`src/rtl/ws2812_pkg.sv`:
```
// ---------------------------------------------------------------------------
// ws2812_pkg
// Shared definitions for the WS2812 receiver:
//   - rx_state_e   : decoder FSM states
//   - T_*_10M      : default pulse timing constants, in cycles of a 10 MHz clk
//   - PIXEL_BITS   : bits per pixel on the wire ({G,R,B}, MSB first)
// ---------------------------------------------------------------------------
package ws2812_pkg;

    typedef enum logic [1:0] {
        RESYNC = 2'd0,  // waiting for a full latch gap before trusting the line
        ARMED  = 2'd1,  // line idle low, aligned to a bit boundary
        HIGH   = 2'd2,  // measuring a high pulse
        LOW    = 2'd3   // between bits, watching for the latch gap
    } rx_state_e;

    localparam int unsigned T_THRESH_10M = 5;    // >= this many high cycles decodes as 1
    localparam int unsigned T_HMAX_10M   = 20;   // high pulse this long is invalid
    localparam int unsigned T_RESET_10M  = 500;  // low cycles forming a latch gap

    localparam int unsigned PIXEL_BITS = 24;

endpackage

```
`src/rtl/ws2812_rx_sync.sv`:
```
// ---------------------------------------------------------------------------
// ws2812_rx_sync
// Two-flop synchronizer for the asynchronous pad input plus a registered
// previous value for edge detection.
//   clk      : system clock
//   reset_n  : synchronous active-low reset, clears all three flops
//   din_i    : asynchronous pad data
//   din_s_o  : synchronized level
//   rise_o   : din_s_o went 0->1 this cycle
//   fall_o   : din_s_o went 1->0 this cycle
// ---------------------------------------------------------------------------
module ws2812_rx_sync (
    input  logic clk,
    input  logic reset_n,
    input  logic din_i,
    output logic din_s_o,
    output logic rise_o,
    output logic fall_o
);

    logic [1:0] sync_q;
    logic       prev_q;

    always_ff @(posedge clk) begin
        if (!reset_n) begin
            sync_q <= 2'b00;
            prev_q <= 1'b0;
        end else begin
            // NOTE: non-blocking so each flop takes its neighbour's pre-edge
            // value; blocking would collapse the chain into a single stage.
            sync_q <= {sync_q[0], din_i};
            prev_q <= sync_q[1];
        end
    end

    assign din_s_o = sync_q[1];
    assign rise_o  = sync_q[1] & ~prev_q;
    assign fall_o  = ~sync_q[1] & prev_q;

endmodule

```
`src/rtl/ws2812_rx.sv`:
```
// ---------------------------------------------------------------------------
// ws2812_rx
// WS2812 single-wire LED stream receiver. Classifies each high pulse as a
// 0 or 1 by its length, assembles 24-bit pixels, reports each pixel with its
// index within the frame, and flags end-of-frame on the latch gap.
//
// Ports:
//   clk         : system clock (timing defaults assume 10 MHz)
//   reset_n     : synchronous active-low reset
//   din         : asynchronous WS2812 data from the pad
//   rgb_data    : last pixel, wire order {G,R,B}, MSB received first
//   led_num     : index of rgb_data within the current frame
//   valid       : 1-cycle strobe, rgb_data/led_num updated
//   frame_done  : 1-cycle strobe, latch gap after at least one full pixel
//   err         : 1-cycle strobe, protocol error
//   frame_count : (WS2812_RX_STATS_EN only) saturating frame_done count
//   err_count   : (WS2812_RX_STATS_EN only) saturating err count
//
// Optional feature macro: WS2812_RX_STATS_EN
// ---------------------------------------------------------------------------
module ws2812_rx
    import ws2812_pkg::*;
#(
    parameter int unsigned T_THRESH = T_THRESH_10M,
    parameter int unsigned T_HMAX   = T_HMAX_10M,
    parameter int unsigned T_RESET  = T_RESET_10M,
    parameter int unsigned MAX_LEDS = 256,
    parameter int unsigned CNT_W    = 10
) (
    input  logic        clk,
    input  logic        reset_n,
    input  logic        din,
    output logic [23:0] rgb_data,
    output logic [7:0]  led_num,
    output logic        valid,
    output logic        frame_done,
    output logic        err
`ifdef WS2812_RX_STATS_EN
    ,
    output logic [15:0] frame_count,
    output logic [7:0]  err_count
`endif
);

    localparam int unsigned PIX_W = $clog2(MAX_LEDS + 1);
    localparam int unsigned BIT_W = $clog2(PIXEL_BITS + 1);

    localparam logic [CNT_W-1:0] THRESH_C = CNT_W'(T_THRESH);
    localparam logic [CNT_W-1:0] HMAX_C   = CNT_W'(T_HMAX);
    localparam logic [CNT_W-1:0] RESET_C  = CNT_W'(T_RESET);
    localparam logic [PIX_W-1:0] MAX_C    = PIX_W'(MAX_LEDS);
    localparam logic [BIT_W-1:0] FULL_C   = BIT_W'(PIXEL_BITS);

    // Timing counters stick at all-ones rather than wrapping.
    function automatic logic [CNT_W-1:0] sat_inc(input logic [CNT_W-1:0] v);
        return (v == '1) ? v : v + 1'b1;
    endfunction

    logic din_s, rise, fall;

    ws2812_rx_sync u_sync (
        .clk     (clk),
        .reset_n (reset_n),
        .din_i   (din),
        .din_s_o (din_s),
        .rise_o  (rise),
        .fall_o  (fall)
    );

    rx_state_e             state_q, state_d;
    logic [CNT_W-1:0]      hcnt_q, hcnt_d;
    logic [CNT_W-1:0]      lcnt_q, lcnt_d;
    logic [BIT_W-1:0]      bit_cnt_q, bit_cnt_d;
    logic [PIX_W-1:0]      pix_cnt_q, pix_cnt_d;
    logic [PIXEL_BITS-1:0] shreg_q, shreg_d;
    logic [23:0]           rgb_q, rgb_d;
    logic [7:0]            led_q, led_d;
    logic                  valid_q, valid_d;
    logic                  frame_done_q, frame_done_d;
    logic                  err_q, err_d;

    logic [CNT_W-1:0] hcnt_inc, lcnt_inc;
    assign hcnt_inc = sat_inc(hcnt_q);
    assign lcnt_inc = sat_inc(lcnt_q);

    always_comb begin
        // NOTE: every signal gets a default before any branch, so no path
        // through the block can leave a value unassigned and infer a latch.
        state_d      = state_q;
        hcnt_d       = hcnt_q;
        lcnt_d       = lcnt_q;
        bit_cnt_d    = bit_cnt_q;
        pix_cnt_d    = pix_cnt_q;
        shreg_d      = shreg_q;
        rgb_d        = rgb_q;
        led_d        = led_q;
        valid_d      = 1'b0;
        frame_done_d = 1'b0;
        err_d        = 1'b0;

        // The 24th bit landed last cycle: publish the pixel. We are always in
        // LOW here (the bit was just closed by a falling edge), and LOW never
        // touches bit_cnt unless a latch gap completes, which cannot happen
        // one cycle after a fall.
        if (bit_cnt_q == FULL_C) begin
            bit_cnt_d = '0;
            if (pix_cnt_q < MAX_C) begin
                rgb_d     = shreg_q;
                led_d     = 8'(pix_cnt_q);
                valid_d   = 1'b1;
                pix_cnt_d = pix_cnt_q + 1'b1;
            end
        end

        unique case (state_q)
            RESYNC: begin
                if (din_s) begin
                    lcnt_d = '0;
                end else begin
                    lcnt_d = lcnt_inc;
                    if (lcnt_inc >= RESET_C) begin
                        state_d   = ARMED;
                        bit_cnt_d = '0;
                        pix_cnt_d = '0;
                    end
                end
            end

            ARMED: begin
                if (rise) begin
                    state_d = HIGH;
                    hcnt_d  = CNT_W'(1);
                end
            end

            HIGH: begin
                // A falling edge is checked first, so a pulse ending on the
                // very cycle it would hit T_HMAX still counts as a bit.
                if (fall) begin
                    shreg_d   = {shreg_q[PIXEL_BITS-2:0], (hcnt_q >= THRESH_C)};
                    bit_cnt_d = bit_cnt_q + 1'b1;
                    state_d   = LOW;
                    lcnt_d    = CNT_W'(1);
                end else begin
                    hcnt_d = hcnt_inc;
                    if (hcnt_inc >= HMAX_C) begin
                        err_d     = 1'b1;
                        bit_cnt_d = '0;
                        lcnt_d    = '0;
                        state_d   = RESYNC;
                    end
                end
            end

            LOW: begin
                if (rise) begin
                    state_d = HIGH;
                    hcnt_d  = CNT_W'(1);
                end else begin
                    lcnt_d = lcnt_inc;
                    if (lcnt_inc >= RESET_C) begin
                        if (bit_cnt_q != '0) begin
                            err_d = 1'b1;
                        end else if (pix_cnt_q != '0) begin
                            frame_done_d = 1'b1;
                        end
                        bit_cnt_d = '0;
                        pix_cnt_d = '0;
                        state_d   = ARMED;
                    end
                end
            end
        endcase
    end

    always_ff @(posedge clk) begin
        if (!reset_n) begin
            state_q      <= RESYNC;
            hcnt_q       <= '0;
            lcnt_q       <= '0;
            bit_cnt_q    <= '0;
            pix_cnt_q    <= '0;
            shreg_q      <= '0;
            rgb_q        <= '0;
            led_q        <= '0;
            valid_q      <= 1'b0;
            frame_done_q <= 1'b0;
            err_q        <= 1'b0;
        end else begin
            state_q      <= state_d;
            hcnt_q       <= hcnt_d;
            lcnt_q       <= lcnt_d;
            bit_cnt_q    <= bit_cnt_d;
            pix_cnt_q    <= pix_cnt_d;
            shreg_q      <= shreg_d;
            rgb_q        <= rgb_d;
            led_q        <= led_d;
            valid_q      <= valid_d;
            frame_done_q <= frame_done_d;
            err_q        <= err_d;
        end
    end

    assign rgb_data   = rgb_q;
    assign led_num    = led_q;
    assign valid      = valid_q;
    assign frame_done = frame_done_q;
    assign err        = err_q;

`ifdef WS2812_RX_STATS_EN
    logic [15:0] frame_count_q;
    logic [7:0]  err_count_q;

    always_ff @(posedge clk) begin
        if (!reset_n) begin
            frame_count_q <= '0;
            err_count_q   <= '0;
        end else begin
            if (frame_done_q && (frame_count_q != '1)) frame_count_q <= frame_count_q + 1'b1;
            if (err_q && (err_count_q != '1))          err_count_q   <= err_count_q + 1'b1;
        end
    end

    assign frame_count = frame_count_q;
    assign err_count   = err_count_q;
`endif

endmodule

```
`config.mk`:
```
export PLATFORM = sky130hd
export DESIGN_NAME = ws2812_rx
export DESIGN_NICKNAME = d
export VERILOG_FILES = /design/src/rtl/ws2812_pkg.sv /design/src/rtl/ws2812_rx_sync.sv /design/src/rtl/ws2812_rx.sv
export SDC_FILE = /design/constraint.sdc
export NUM_CORES = 1
export LEC_CHECK = 0
export CORE_MARGIN = 1
export CORE_UTILIZATION = 45
export CTS_CLUSTER_SIZE = 40
export DETAILED_ROUTE_END_ITERATION = 8
export GPL_TIMING_DRIVEN = 0
export MAX_ROUTING_LAYER = met4
export SLEW_MARGIN = 20
export SYNTH_ARGS = -nofsm -noshare
export SYNTH_HDL_FRONTEND = slang
export SYNTH_HIERARCHICAL = 1
export SYNTH_SLANG_ARGS = --single-unit
```
`constraint.sdc`:
```
create_clock -name clk -period 3.2 [get_ports clk]
set_clock_uncertainty 0.05 [all_clocks]
set_input_delay 0.48 -clock clk [delete_from_list [all_inputs] [get_ports clk]]
set_output_delay 0.48 -clock clk [all_outputs]
set_load 0.02 [all_outputs]
```
==> results of run 1 <==
## flip-flops by register name, indices dropped and copies added (netlist names)
| signal | cells |
|---|---|
| bit_cnt_q | 5 |
| err | 1 |
| frame_done | 1 |
| hcnt_q | 10 |
| lcnt_q | 10 |
| led_num | 8 |
| pix_cnt_q | 9 |
| rgb_data | 24 |
| shreg_q | 24 |
| state_q | 2 |
| u_sync/prev_q | 1 |
| u_sync/sync_q | 2 |
| valid | 1 |
## worst min path at each step
stage	end	slack, ps
after floorplan	u_sync/sync_q[1]	360
after global placement	u_sync/sync_q[1]	380
after detailed placement	u_sync/sync_q[1]	380
after CTS	u_sync/sync_q[1]	410
after global routing	led_num[7]	440
final	u_sync/sync_q[1]	400
## cells in the mapped netlist (all sizes together) (6+ instances only)
master / number
a21boi: 60
a21oi: 23
and2: 7
and3: 6
buf: 8
clkbuf: 29
dfxtp: 98
ha: 12
inv: 16
nand2: 143
nand3: 19
nand4: 7
nor2: 36
nor2b: 9
nor3: 6
o21ai: 25
xnor2: 6
## power by group through the flow
stage / Clock [W] / Sequential, W / Combinational [W]
6_report: 0.000824 / 0.00123 / 0.0000649
4_1_cts: 0.000846 / 0.00123 / 0.0000656
2_1_floorplan: 0 / 0.00126 / 0.0000478
5_1_grt: 0.000891 / 0.00123 / 0.0000714
3_5_place_dp: 0 / 0.00126 / 0.0000649
3_3_place_gp: 0 / 0.00126 / 0.0000647
## critical path: stages (launching register included)
cell	delay [ps]
dfxtp_1	430
ha_1	320
nand4_2	240
nor2_1	310
nand2_1	200
a211o_1	350
a21boi_4	160
o21ai_4	400
nor2_2	80
## per-layer routing
metal	global-route usage (%)	routed length (µm)
met1	25.9	5050
met2	32.5	4840
met3	2.29	306
met4	7.95	119
met5	-	0
## logic make-up (layout without fill, tap and decap cells)
logic type,Yosys count,in the layout,share of synthesized area [%]
xor+xnor,11,11,2.01
fa+ha+maj,12,12,3.13
compound gates,146,146,22.5
simple gates,259,259,25.7
mux,3,3,0.625
flops,98,98,40.8
buf+inv,53,106,5.26
## final cells by class
class / count / area share [%]
clock inverter: 6 / 1.17
inverter: 16 / 1.08
buffer: 37 / 3.47
sequential: 98 / 35.4
timing repair buffer: 37 / 6.68
tap: 136 / 3.07
clock buffer: 10 / 2.48
multi-input combinational: 431 / 46.7
## per-stage QoR
| step | std cells | power (W) | util, % | setup WS [ps] | hold WS, ps |
|---|---|---|---|---|---|
| global route | 771 | 0.00219 | 53.7 | 330 | 436 |
| finish | 771 | 0.00212 | 53.7 | 525 | 398 |
| CTS | 771 | 0.00214 | 53.7 | 520 | 407 |
| detailed placement | 755 | 0.00132 | 51.8 | 550 | 378 |
| global placement | 755 | 0.00132 | 51.8 | 560 | 383 |
| floorplan | 582 | 0.00130 | - | 995 | 362 |
==> metrics.txt, run 1 <==
Post-CTS Setup Inserts=0; Net Sw Power=just under 0.0005 W; outcome=completed; Pleak=1.89 nW; EDFF count, synth=0; row count=37; post-placement cell area=0.00534 mm²; Area Growth Syn to Fin=15.5%; Final Critical Period=between 2000 and 3000 ps; max_cap viols=0; vias=about 4000; Final Wtd Congestion=0.875; FFs w/ async S/R, synth=0%; CP max FO=9; CTS Buf Count=9; internal reg-to-reg setup slack=530 ps; end of the worst register-to-register path=pix_cnt_q[8]; sequential area share after synthesis=40.8%; fill cell count=996; 1st-iter DRT viols=129; Slew @ Worst Pin=about 800 ps; Switching Fraction=22.7%; ranking of synthesized cells by area=dfxtp_1 (41%), nand2_1 (11%), a21boi_0 (8.9%); pwr dens=roughly 380 mW/mm²; hold path depth=1; hold_buf cts=0; Logic pwr share=3.1%; CTS Sinks=98; Startpoint Class=register; synthesized area=0.00480 mm²; GRT overflow=0; fmax=374 MHz; Worst-Skew Late Latency=360 ps; Max Root-Sink Buffers=2; Final Cell Area=0.00555 mm²; r2r startpoint=lcnt_q[0]; vias in the first global route=3771; crit end category=register; CTS clk-pin slew, worst paths=90 ps; peak supply drop=approximately 0.17 mV; Setup violations, final=0; CORE AREA=0.0103 mm²; global-route wire length before repair=17700 µm; number of remaining DRC errors=0; Avg Inst Size Synth=8.25 µm²; most common cell after layout, fill and taps aside=nand2_1; Sequential cell area=approximately 0.0020 mm²; Final ANT Viol Nets=0; synth unique cells=68; Sequential Power Share=58.0%; end point of the critical path=pix_cnt_q[8]; GRT Total Usage=~20%; most frequent cells in the layout=nand2_1 (142), dfxtp_1 (98), a21boi_0 (57), clkdlybuf4s50_1 (37), nor2_1 (28); Ports=38; share of cells above drive strength 1=9.61%; largest net degree at the start of global routing=17; Hold Crit Class=register to register; final setup TNS=0 ps; multi-input logic area=around 0.0026 mm²; Post-CTS Resized=0; total iterations of the first detailed-routing run=5; Final Hold Viols=0; CTS tree=done; synthesized instance count=582; clock share of power=between 30% and 40%; NumNets Final=roughly 650; Initial Util=46.5%; share of the synthesized area in the top cell type=40.8%; crit path from=lcnt_q[0]; die width=105 µm; Yosys warning total=6; Tcrit/Tclk final=83.6%; CP Data Required Time=about 3400 ps; ys flop type=dfxtp_1; internal power=0.00164 W; H-tree depth=3; critical path class=register to register; Net Count, Synth=597; CTS root buffer=clkbuf_8; Slew Limit Fails=0; initial antenna violation count=0; overall routed net length=10300 µm; WP data arrival=2870 ps; R2R cell count=8; Yosys reg bits=98; die area=0.0111 mm²; DR vias/cell=5.21; Hold Path Origin=u_sync/sync_q[0]; Port Buf Inserts=37; Rel. slew slack=46.6%; RSZ-0062 raised after global routing=false; routed len/inst=13.4 µm; Die Y-Extent=about 110 µm; # diodes=0; area leader, netlist=dfxtp_1; Post-DP HPWL=7490 µm
(Power assumes the default switching activity.)
==> run 2: changes to the inputs <==
Clock period 3.2 ns to 2.71 ns, I/O delays scaled along.
==> metrics.txt, run 2 (synthesized netlist as in run 1, its figures left out) <==
CP max FO=9 (unchanged); WP data arrival=2740 ps (-130 ps); Final WS setup=166 ps (-360 ps); Post-DP HPWL=7490 µm (unchanged); fmax=393 MHz (+5.1%); Rel. slew slack=47.7% (+1.1 points); Port Buf Inserts=37 (unchanged); critical path class=register to register; die width=105 µm (unchanged); CORE AREA=0.0103 mm² (unchanged); CTS root buffer=clkbuf_8; Area Growth Syn to Fin=15.6% (about the same); # diodes=0 (unchanged); post-placement cell area=0.00534 mm² (unchanged); vias=4032 (+0.30%); Initial Util=46.5% (unchanged); internal power=0.00193 W (+18%); Slew Limit Fails=0 (unchanged); utilization after layout=53.8% (about the same); global-route wire length before repair=17700 µm (unchanged); most common cell after layout, fill and taps aside=nand2_1; H-tree depth=3 (unchanged); Net Sw Power=0.000567 W (+18%); pwr dens=450 mW/mm² (+18%); vias in the first global route=3771 (unchanged); Setup violations, final=0 (unchanged); hold_buf cts=0 (unchanged); Final Critical Period=2540 ps (-130 ps); GRT Total Usage=20.2% (unchanged); Worst-Skew Late Latency=370 ps (about the same); initial antenna violation count=0 (unchanged); final setup TNS=0 ps (unchanged); peak supply drop=0.197 mV (+18%); total iterations of the first detailed-routing run=4 (-1); CTS clk-pin slew, worst paths=90 ps (about the same); Final ANT Viol Nets=0 (unchanged); Max Root-Sink Buffers=2 (unchanged); routed len/inst=13.4 µm (+0.11%); row count=37 (unchanged); Final Cell Area=0.00555 mm² (about the same); outcome=completed; number of remaining DRC errors=0 (unchanged); Placement Setup Slack=59.9 ps (-490 ps); Tcrit/Tclk final=93.9% (+10 points); Logic pwr share=3.1% (about the same); clock share of power=38.9% (about the same); Ports=38 (unchanged); worst hold slack=398 ps (+0.195 ps); overall routed net length=10300 µm (about the same); RSZ-0062 raised after global routing=false; R2R cell count=8 (unchanged); 1st-iter DRT viols=146 (+13%); r2r startpoint=lcnt_q[0]; Hold Path Origin=u_sync/sync_q[0]; Final Wtd Congestion=0.875 (unchanged); most frequent cells in the layout=nand2_1 (142), dfxtp_1 (98), a21boi_0 (57), clkdlybuf4s50_1 (37), nor2_1 (27); Slew @ Worst Pin=780 ps (-16.6 ps); GRT overflow=0 (unchanged); crit end category=register; largest net degree at the start of global routing=17 (unchanged); Startpoint Class=register; Final Hold Viols=0 (unchanged); hold path depth=1 (unchanged); CTS Sinks=98 (unchanged); Sequential Power Share=58.0% (about the same); Hold Crit Class=register to register; die area=0.0111 mm² (unchanged); Die Y-Extent=105 µm (unchanged); CTS tree=done; CP Data Required Time=2910 ps (-490 ps); Pleak=1.88 nW (-0.37%); crit path from=lcnt_q[0]; Switching Fraction=22.7% (-0.024 points); NumNets Final=644 (-0.16%); DR vias/cell=5.24 (+0.43%); share of cells above drive strength 1=10.1% (+0.49 points); CTS Buf Count=9 (unchanged); max_cap viols=0 (unchanged)
-- run 2: final timing paths --
kind                       to  slack, ps
min reg2reg  u_sync/sync_q[1]        400
max              pix_cnt_q[8]        170
max reg2reg      pix_cnt_q[8]        170
min          u_sync/sync_q[1]        400
-- run 2: power groups by stage --
stage | Sequential (W) | Clock [W] | Combinational, W
floorplan | 0.00148 | 0 | 0.0000565
global placement | 0.00148 | 0 | 0.0000763
detailed placement | 0.00148 | 0 | 0.0000767
CTS | 0.00145 | 0.000999 | 0.0000775
global route | 0.00145 | 0.00105 | 0.0000848
finish | 0.00145 | 0.000972 | 0.0000769
-- run 2: through the flow --
step                      std cells  total power, W
after floorplan                 582         0.00154
after global placement          755         0.00156
after detailed placement        755         0.00156
after CTS                       771         0.00253
after global routing            770         0.00259
final                           770         0.00250
-- run 2: worst max-delay path, cell delays in order (launching register included) --
cell and delay [ps]:
dfxtp_1 440, ha_2 290, nand4_2 240, nor2_2 270, nand2_1 180, a211o_1 350, a21boi_4 160, o21ai_4 370
nor2_2 80
-- run 2: final cells by class --
cell class	instances	area, µm²
well taps	136	170
fillers	996	4770
clock inverters	6	65.1
repair buffers	37	370
multi-input cells	431	2600
flip-flops and latches	98	1960
clock buffers	10	138
inverters	16	60.1
plain buffers	36	189
-- run 2: what timing repair did --
item / CTS / global route
setup buffers: 0 / 0
gates resized for setup: 0 / 3
hold endpoints to repair: 0 / 0
endpoints found under the setup margin: 0 / 26
-- run 2: metal layers --
metal | vias up | global-route usage, % | routed length [µm]
met5 | - | - | 0
met4 | 0 | 7.95 | 118
met3 | 7 | 2.29 | 232
met2 | 56 | 32.5 | 4850
met1 | 1877 | 25.9 | 5120
li1 | 2092 | - | -
